`src/rtl/ex_muldiv.sv`:
```
// Iterative HI/LO multiply/divide unit for the EX stage (MULT, MULTU, DIV, DIVU, MTHI, MTLO).
// Latency: MUL_LAT+1 cycles for multiplies, WIDTH+1 for divides, 1 for divide-by-zero.
// Backpressure: stallreq holds the pipeline while an operation is in flight; annul aborts it.
module ex_muldiv #(
  parameter int WIDTH   = 32,
  parameter int MUL_LAT = 2
) (
  input  logic             clk,
  input  logic             rst,
  input  logic             start,
  input  logic [1:0]       op,
  input  logic [WIDTH-1:0] opnd_a,
  input  logic [WIDTH-1:0] opnd_b,
  input  logic             annul,
  input  logic             hi_we,
  input  logic             lo_we,
  input  logic [WIDTH-1:0] wdata,
  output logic             stallreq,
  output logic             done,
  output logic             div_by_zero,
  output logic [WIDTH-1:0] hi_o,
  output logic [WIDTH-1:0] lo_o
);

  localparam int CW = $clog2(WIDTH + 1);

  typedef enum logic [1:0] {
    S_IDLE = 2'd0,
    S_MUL  = 2'd1,
    S_DIV  = 2'd2,
    S_DONE = 2'd3
  } state_t;

  state_t state, state_nx;

  // Shared datapath: ra is the multiplicand or the dividend/quotient shift
  // register, rb the multiplier or divisor magnitude, rr the partial remainder.
  logic [CW-1:0]    cnt;
  logic [WIDTH-1:0] ra, rb, rr;
  logic             mul_signed;
  logic             neg_q, neg_r;
  logic             dz_q;

  // Request decode (annul in IDLE swallows a same-cycle start)
  logic go, go_mul, go_div, go_dz;
  logic is_signed_op;
  logic last;
  logic commit_mul, commit_div;

  assign is_signed_op = ~op[0];
  assign go           = (state == S_IDLE) && start && !annul;
  assign go_mul       = go && !op[1];
  assign go_div       = go && op[1] && (opnd_b != '0);
  assign go_dz        = go && op[1] && (opnd_b == '0);
  assign last         = (cnt == CW'(1));
  assign commit_mul   = (state == S_MUL) && !annul && last;
  assign commit_div   = (state == S_DIV) && !annul && last;

  // Operand magnitudes for signed division; the most negative value maps to
  // itself, which is still the correct unsigned magnitude.
  logic [WIDTH-1:0] abs_a, abs_b;
  assign abs_a = (is_signed_op && opnd_a[WIDTH-1]) ? -opnd_a : opnd_a;
  assign abs_b = (is_signed_op && opnd_b[WIDTH-1]) ? -opnd_b : opnd_b;

  // Full product: sign-extend to 2*WIDTH so a single multiply covers both forms
  logic [2*WIDTH-1:0] ext_a, ext_b, prod;
  assign ext_a = {{WIDTH{mul_signed & ra[WIDTH-1]}}, ra};
  assign ext_b = {{WIDTH{mul_signed & rb[WIDTH-1]}}, rb};
  assign prod  = ext_a * ext_b;

  // One restoring-division step: shift in the next dividend bit, try to subtract.
  // The partial remainder stays below the divisor, so the difference fits WIDTH bits.
  logic [WIDTH:0]   shifted;
  logic             ge;
  logic [WIDTH-1:0] sub;
  logic [WIDTH-1:0] rr_n, ra_n;
  logic [WIDTH-1:0] quo_fix, rem_fix;
  assign shifted = {rr, ra[WIDTH-1]};
  assign ge      = shifted >= {1'b0, rb};
  assign sub     = shifted[WIDTH-1:0] - rb;
  assign rr_n    = ge ? sub : shifted[WIDTH-1:0];
  assign ra_n    = {ra[WIDTH-2:0], ge};
  assign quo_fix = neg_q ? -ra_n : ra_n;
  assign rem_fix = neg_r ? -rr_n : rr_n;

  // State register
  always_ff @(posedge clk) begin
    if (rst) state <= S_IDLE;
    else     state <= state_nx;
  end

  // Next-state logic and status outputs; reset forces all status low
  always_comb begin
    state_nx    = state;
    stallreq    = 1'b0;
    done        = 1'b0;
    div_by_zero = 1'b0;
    case (state)
      S_IDLE: begin
        stallreq = go;
        if (go_mul)      state_nx = S_MUL;
        else if (go_div) state_nx = S_DIV;
        else if (go_dz)  state_nx = S_DONE;
      end
      S_MUL, S_DIV: begin
        stallreq = 1'b1;
        if (annul)     state_nx = S_IDLE;
        else if (last) state_nx = S_DONE;
      end
      S_DONE: begin
        done        = 1'b1;
        div_by_zero = dz_q;
        state_nx    = S_IDLE;
      end
      default: state_nx = S_IDLE;
    endcase
    if (rst) begin
      stallreq    = 1'b0;
      done        = 1'b0;
      div_by_zero = 1'b0;
    end
  end

  // Operand latching, cycle counter and division iteration
  always_ff @(posedge clk) begin
    if (rst) begin
      cnt        <= '0;
      ra         <= '0;
      rb         <= '0;
      rr         <= '0;
      mul_signed <= 1'b0;
      neg_q      <= 1'b0;
      neg_r      <= 1'b0;
    end else begin
      case (state)
        S_IDLE: begin
          if (go_mul) begin
            ra         <= opnd_a;
            rb         <= opnd_b;
            mul_signed <= is_signed_op;
            cnt        <= CW'(MUL_LAT);
          end else if (go_div) begin
            ra    <= abs_a;
            rb    <= abs_b;
            rr    <= '0;
            neg_q <= is_signed_op & (opnd_a[WIDTH-1] ^ opnd_b[WIDTH-1]);
            neg_r <= is_signed_op & opnd_a[WIDTH-1];
            cnt   <= CW'(WIDTH);
          end
        end
        S_MUL: begin
          cnt <= cnt - CW'(1);
        end
        S_DIV: begin
          ra  <= ra_n;
          rr  <= rr_n;
          cnt <= cnt - CW'(1);
        end
        default: ;
      endcase
    end
  end

  // Remembers that the pending DONE cycle comes from a zero divisor
  always_ff @(posedge clk) begin
    if (rst) dz_q <= 1'b0;
    else     dz_q <= go_dz;
  end

  // Architectural HI/LO: commits beat software writes, which only land in IDLE/DONE
  always_ff @(posedge clk) begin
    if (rst) begin
      hi_o <= '0;
      lo_o <= '0;
    end else if (commit_mul) begin
      hi_o <= prod[2*WIDTH-1:WIDTH];
      lo_o <= prod[WIDTH-1:0];
    end else if (commit_div) begin
      hi_o <= rem_fix;
      lo_o <= quo_fix;
    end else if (state == S_IDLE || state == S_DONE) begin
      if (hi_we) hi_o <= wdata;
      if (lo_we) lo_o <= wdata;
    end
  end

endmodule
```
`config.mk`:
```
export PLATFORM = sky130hd
export DESIGN_NAME = ex_muldiv
export DESIGN_NICKNAME = d
export VERILOG_FILES = /design/src/rtl/ex_muldiv.sv
export SDC_FILE = /design/constraint.sdc
export NUM_CORES = 2
export LEC_CHECK = 0
export ABC_AREA = 1
export BUFFER_PORTS_ARGS = -buffer_cell sky130_fd_sc_hd__buf_2
export CAP_MARGIN = 10
export CORE_MARGIN = 5
export CORE_UTILIZATION = 50
export CTS_BUF_LIST = sky130_fd_sc_hd__clkbuf_2
export CTS_CLUSTER_DIAMETER = 80
export CTS_CLUSTER_SIZE = 10
export DETAILED_ROUTE_END_ITERATION = 10
export GPL_TIMING_DRIVEN = 0
export PLACE_DENSITY_LB_ADDON = 0.2
export SYNTH_ARGS = -nofsm -noshare
export SYNTH_HDL_FRONTEND = slang
export SYNTH_SLANG_ARGS = --single-unit
```
`constraint.sdc`:
```
create_clock -name clk -period 9.4 [get_ports clk]
set_input_delay 1.88 -clock clk [delete_from_list [all_inputs] [get_ports clk]]
set_output_delay 1.88 -clock clk [all_outputs]
set_load 0.02 [all_outputs]
```
# After elaboration in Yosys (flattened, before gate mapping)

Cells that the tools add are included.

Output and inout bits: 67
Bits in registers: 172
ROM bits: 0
Logic and storage cells: 105
Bits of input ports: 104
Latch bits: 0
Memories kept: 0
RAM bits: 0

Equality and inequality tests: 9
Add/subtract/negate cells: 6
Bitwise operators: 7
Shift-type cells: 0
Muxes and demuxes: 36
Magnitude comparators: 1
Multipliers: 1
Div/mod/pow operators: 0
Reductions and logical operators: 34

Operators with widths:

| cell                                             | count |
|---|---|
| 2-to-1 mux 32 bit                                | 19 |
| negator 32 bit                                   | 4 |
| case mux 32 bit (2 select lines)                 | 2 |
| multiplier 33 x 33 -> 64 bit                     | 1 |
| >= comparator 33 x 32 -> 1 bit                   | 1 |
| zero test 32 bit                                 | 1 |
| nonzero test 32 bit                              | 1 |
| subtractor 32 bit                                | 1 |
| AND reduction 2 bit                              | 7 |
| logical AND 1 bit                                | 12 |
| 2-to-1 mux 6 bit                                 | 2 |
| case mux 6 bit (2 select lines)                  | 1 |
| 2-to-1 mux 2 bit                                 | 5 |
| nonzero test 3 bit                               | 3 |
| == test 6 x 1 -> 1 bit, second input constant    | 1 |
| case mux 2 bit (3 select lines)                  | 1 |
| AND reduction 3 bit                              | 2 |
| nonzero test 2 bit                               | 3 |
| subtractor 6 x 1 -> 6 bit, second input constant | 1 |
| 2-to-1 mux 1 bit                                 | 5 |
| AND 1 bit                                        | 4 |
| == test 2 bit, second input constant             | 2 |
| != test 2 bit, second input constant             | 2 |
| != test 4 bit, second input constant             | 1 |
| 10 further kinds                                 | 12 |

# Longest topological paths before layout

Depth in word-level cells: 9
Depth in mapped cells: 40
Mapped depth without buffers: 38

# Worst setup path after synthesis

No wires, ideal clock.

Path type: reg2reg
From: reg ra[31]
To: reg hi_o[30]
Path slack: 1615 ps
Arrival: 7666 ps
Required time: 9281 ps
Cell stages (with the launch flop): 32
Cells stage by stage: dfxtp_1 clkbuf_1 nand2_1 clkbuf_1 buf_1 nor2_1 fa_1 inv_1 fa_1 inv_1 fa_1 inv_1 fa_1 fa_1 inv_1 fa_1 inv_1 fa_1 fa_1 inv_1 ha_1 inv_1 nor3_1 nand2_1 nor4_1 nand4_1 o2111ai_1 a21oi_1 o21ai_0 nand2_1 inv_1 a21oi_1

Longest elaborated chain between the ends: 6

RTL lines:

| item                                                                | line   | RTL |
|---|---|---|
| from (decl)                                                         | 39     | `logic [WIDTH-1:0] ra, rb, rr;` |
| from (signal assigned)                                              | 138    | `ra <= opnd_a;` |
| from (signal assigned)                                              | 143    | `ra <= abs_a;` |
| from (signal assigned)                                              | 155    | `ra <= ra_n;` |
| subtractor 32 bit or >= comparator 33 x 32 -> 1 bit (tied branches) | 80, 79 |  |
| 2-to-1 mux 32 bit                                                   | 81     | `assign rr_n = ge ? sub : shifted[WIDTH-1:0];` |
| negator 32 bit                                                      | 84     | `assign rem_fix = neg_r ? -rr_n : rr_n;` |
| 2-to-1 mux 32 bit                                                   | 84     |  |
| 2-to-1 mux 32 bit                                                   | 178    | `end else if (commit_div) begin` |
| 2-to-1 mux 32 bit (*)                                               | 175    | `end else if (commit_mul) begin` |
| to (signal assigned)                                                | 176    | `hi_o <= prod[2*WIDTH-1:WIDTH];` |
| to (signal assigned)                                                | 179    | `hi_o <= rem_fix;` |
| to (signal assigned)                                                | 182    | `if (hi_we) hi_o <= wdata;` |
| to (decl)                                                           | 21     | `output logic [WIDTH-1:0] hi_o,` |

Every way passes the cells marked *; elsewhere a longest branch is shown, timed or not.
A chain may end at the register's enable or synchronous reset.

# Worst setup path in the final report

From: reg ra[27]
To: reg hi_o[27]

Longest elaborated chain between the ends: 2

RTL lines:

| item                         | line | RTL |
|---|---|---|
| multiplier 33 x 33 -> 64 bit | 69   | `assign prod = ext_a * ext_b;` |
| 2-to-1 mux 32 bit            | 175  |  |

No other way between the ends.

==> results list <==
- The region available for standard cell placement spans 0.1039 mm^2.
* Synth Area in Compound Gates: 0.07628
* Worst-path clk slew: 0.34 ns
- Initial antenna violation count: 12
- HPWL Detailed: 180.1 mm
- Fraction of synthesized cell area taken by the top area cell type: 0.4293
* Final Hold Violating Endpoints: 0
- Largest net degree at the start of global routing: 25
- The max-slew violation count came to 0.
* Io pins: 171
* Met2 Usage GRT: 0.5732
* Floorplan row count: 118
- The routed layout has 47.42k vias.
- The worst path in the final design needs a cycle of 9.236 ns, including I/O delays and setup.
- Peak fanout along the critical path: 10
- Port Buffer Count: 169
- The analysis attributes to cell leakage a power of 30.35 nW.
- Number of maximum-capacitance constraint violations: 0
* Mapped Nets: 8572
- In this run the remaining antenna-violating nets after routing total 0.
* Number of synthesized flops with an enable pin: 0
- Routability-driven placement finished with a final weighted congestion of 1.023.
* Syn Std Cell Area: 0.05250 mm^2
- Clock sink count: 172
- The die covers 0.1116 mm^2.
- Distinct cells, synth: 55
- For the pin with the worst max-slew slack, the measured transition is 1.236 ns.
- Synthesis-stage register bit count: 172
* Critical path class: flip-flop to flip-flop
* WP data required: 10.32 ns
* Sequential element share of the synthesized area: 0.06558
- Setup repair after global routing could not meet its margin everywhere.
- Average cell area after synthesis: 7.410 um^2
- Summing internal, switching and leakage power gives 10.41 mW.
- TritonCTS clock tree: built
* Average via count per standard cell: 5.477
* Starting utilization of the core area: 0.5051
- The worst hold path belongs to the class flip-flop to flip-flop.
* Worst slew slack as a fraction of its limit: 0.1763
- Clock network latency to the later pin of the worst-skew pair: 1.04 ns
- For this run, the leading register cell type out of synthesis is sky130_fd_sc_hd__dfxtp_1.
* Leading area contributor after synthesis: sky130_fd_sc_hd__fa_1
* Fmax achieved: 108.3 MHz
- After global routing, the most crowded layer is met2.
- The flow ran to the end, and the final reports show no timing, DRC or antenna violations.
* Sw Ratio: 0.6480
- Mux contribution to synthesized area: 0
* Startpoint kind of the worst setup timing path: flip-flop
* Area grow syn2layout: 5.824%
- For this design, the slowest cell found on the critical path is sky130_fd_sc_hd__clkbuf_1.
* Most repeated cell in the gate-level netlist after synthesis: sky130_fd_sc_hd__inv_1
- Synthesized-area fraction occupied by and/or/nand/nor cells: 0.1865
* Yosys warning count: 0
- DRC marker count from the first detailed-route iteration: 4626
- Of the total power, the clock network draws 0.045.
- VDD sags by at most 0.1946 mV.
- Max H-tree Level: 4
- Die height: 334.1 um
- Die extent in x: 334.1 um
- First drt pass iteration count: 8
- Sorting the synthesized cells by area gives the leading types as sky130_fd_sc_hd__fa_1 43%, sky130_fd_sc_hd__inv_1 13%, sky130_fd_sc_hd__nand2_1 13%.
- Synth Area in XOR/XNOR: 0.02285
* Max Buffers Root-to-Sink: 2
* Proportion of layout cells with a drive suffix above 1: 0.05144
* Most used cell, CP: sky130_fd_sc_hd__fa_1
- Number of global-route vias before repair: 47.64k
- The share of total power dissipated in combinational logic is 0.836.
- In the synthesized netlist, the cells that appear most often are 1825 x sky130_fd_sc_hd__inv_1, 1813 x sky130_fd_sc_hd__nand2_1, 1126 x sky130_fd_sc_hd__fa_1.
- Of the total synthesized cell area, the portion taken by full adders, half adders and majority gates is 0.4903.
* Peak per-stage delay on the critical path: 0.76 ns
- Clock tree synthesis inserted a total of 17 buffers.
* Nets: 8743
* Gate Count Post-Synth: 7086
- DR WL/cell: 23.97 um
- Data arrival time of the critical path: 10.16 ns
- Root buffer cell: sky130_fd_sc_hd__clkbuf_2
* Total of endpoints with negative setup slack in the final report: 0
* Global-route wire length before repair: 308.6 mm
- Relative contribution of sequential cells to total power: 0.119
- Final routed DRC violation total: 0
- Total global-route track usage: 0.3731
- Pwr Density: 187.4 mW/mm^2
* Fill cell total of the finished layout: 10.45k
- Int Pwr: 3.664 mW
* M1 GR Usage: 0.4834
* Nature of the critical path endpoint: flip-flop
- Summed over all layers, the global routing overflow is 0.
- For this design the total switching power over the nets is 6.745 mW.
- After synthesis, the largest family of logic cells by area is adder cells.
- Post-route fraction of the period consumed by the critical path: 0.9826
- Clock skew on the completed layout was measured at 0.06440 ns.
- For met3 alone, demand over resource in global routing was 0.1020.
- Hold is met by 0.4929 ns.
* Share of flip-flops with an asynchronous set or reset: 0
- Summed over all layers, the routed wires come to 207.5 mm.
[per-stage QoR]
| stage | area [um^2] | utilization | std cells | TNS, ns | worst slack (ns) |
|---|---|---|---|---|---|
| after floorplan | 52500 | - | 7086 | 0 | 1.615 |
| after global placement | 55080 | 0.5299 | 8635 | -6.905 | -0.7893 |
| after detailed placement | 55090 | 0.5301 | 8636 | -7.624 | -0.8053 |
| after CTS | 55390 | 0.5329 | 8649 | 0 | 0.02788 |
| after global routing | 55550 | 0.5345 | 8654 | -0.03767 | -0.02354 |
| final | 55560 | 0.5346 | 8658 | 0 | 0.1639 |
[registers in the layout (all words and copies together), names as in the netlist]
register and count:
cnt 6, dz_q 1, hi_o 32, lo_o 32
mul_signed 1, neg_q 1, neg_r 1, ra 32
rb 32, rr 32, state 2
[cell type report]
cell class	instances	area (um^2)	share of cell area
multi-input cells	4712	40800	0.7344
inverters	1842	6925	0.1246
flip-flops and latches	172	3467	0.06240
well taps	1380	1727	0.03108
plain buffers	332	1395	0.02511
repair buffers	180	964.7	0.01736
clock inverters	15	173.9	0.003130
clock buffers	17	85.08	0.001531
diodes	8	20.02	0.0003603
[power groups by stage]
stage	registers (mW)	clock network, mW	logic, mW
floorplan	1.08	0	5.32
global placement	1.06	0	8.59
detailed placement	1.06	0	8.63
CTS	1.18	0.464	8.59
global route	1.23	0.494	9.45
finish	1.24	0.467	8.70
[kinds of logic after synthesis]
family,count (synthesis)
compound gates,741
xor+xnor,137
fa+ha+maj,1382
buf+inv,2202
flops,172
simple gates,2452
[routing by layer]
metal / routed length (um) / part of all wire / vias to the layer above
met4: 13920 / 0.067 / 6
met3: 22330 / 0.11 / 505
met1: 79600 / 0.38 / 23490
met2: 91650 / 0.44 / 2471
met5: 41 / 0.00020 / -
li1: - / - / 20950
[what timing repair did]
item | in CTS | in global routing
hold buffers | 0 | 0
endpoints found under the setup margin | 17 | 15
buffers inserted | 3 | 6
pin swaps | 1 | 2
resized for setup | 45 | 94
[cell usage in the layout (no fill, tap or decap), types with 12 or more instances in the layout]
cell,n
sky130_fd_sc_hd__inv_1,1822
sky130_fd_sc_hd__nand2_1,1813
sky130_fd_sc_hd__fa_1,1120
sky130_fd_sc_hd__nor2_1,347
sky130_fd_sc_hd__a21oi_1,308
sky130_fd_sc_hd__o21ai_0,276
sky130_fd_sc_hd__ha_1,255
sky130_fd_sc_hd__clkbuf_1,220
sky130_fd_sc_hd__buf_2,182
sky130_fd_sc_hd__dfxtp_1,153
sky130_fd_sc_hd__nand3_1,122
sky130_fd_sc_hd__xor2_1,88
sky130_fd_sc_hd__clkbuf_2,58
sky130_fd_sc_hd__xnor2_1,49
sky130_fd_sc_hd__nor3_1,47
sky130_fd_sc_hd__buf_1,45
sky130_fd_sc_hd__a31oi_1,45
sky130_fd_sc_hd__nand4_1,30
sky130_fd_sc_hd__o211ai_1,26
sky130_fd_sc_hd__nand3b_1,24
sky130_fd_sc_hd__o21ai_1,23
sky130_fd_sc_hd__dfxtp_2,19
sky130_fd_sc_hd__or2_2,13
sky130_fd_sc_hd__a211oi_1,13
sky130_fd_sc_hd__nor4_1,13
sky130_fd_sc_hd__nand2_2,12
sky130_fd_sc_hd__inv_2,12
[worst paths after layout]
check | start | cells past startpoint | end | slack, ns
hold / removal | lo_o[7] | 2 | lo_o[7] | 0.49
setup / recovery | ra[27] | 30 | hi_o[27] | 0.16
hold reg to reg | lo_o[7] | 2 | lo_o[7] | 0.49
setup reg to reg | ra[27] | 30 | hi_o[27] | 0.16
[critical path: cells and delay by family (launching register included)]
kind / cells / cell delay, ns
fa+ha+maj: 9 / 4.63
buf+inv: 6 / 1.73
compound gates: 5 / 1.22
simple gates: 9 / 0.98
flops: 1 / 0.38
xor+xnor: 1 / 0.14
No activity file was read; power rests on OpenSTA's default activity.
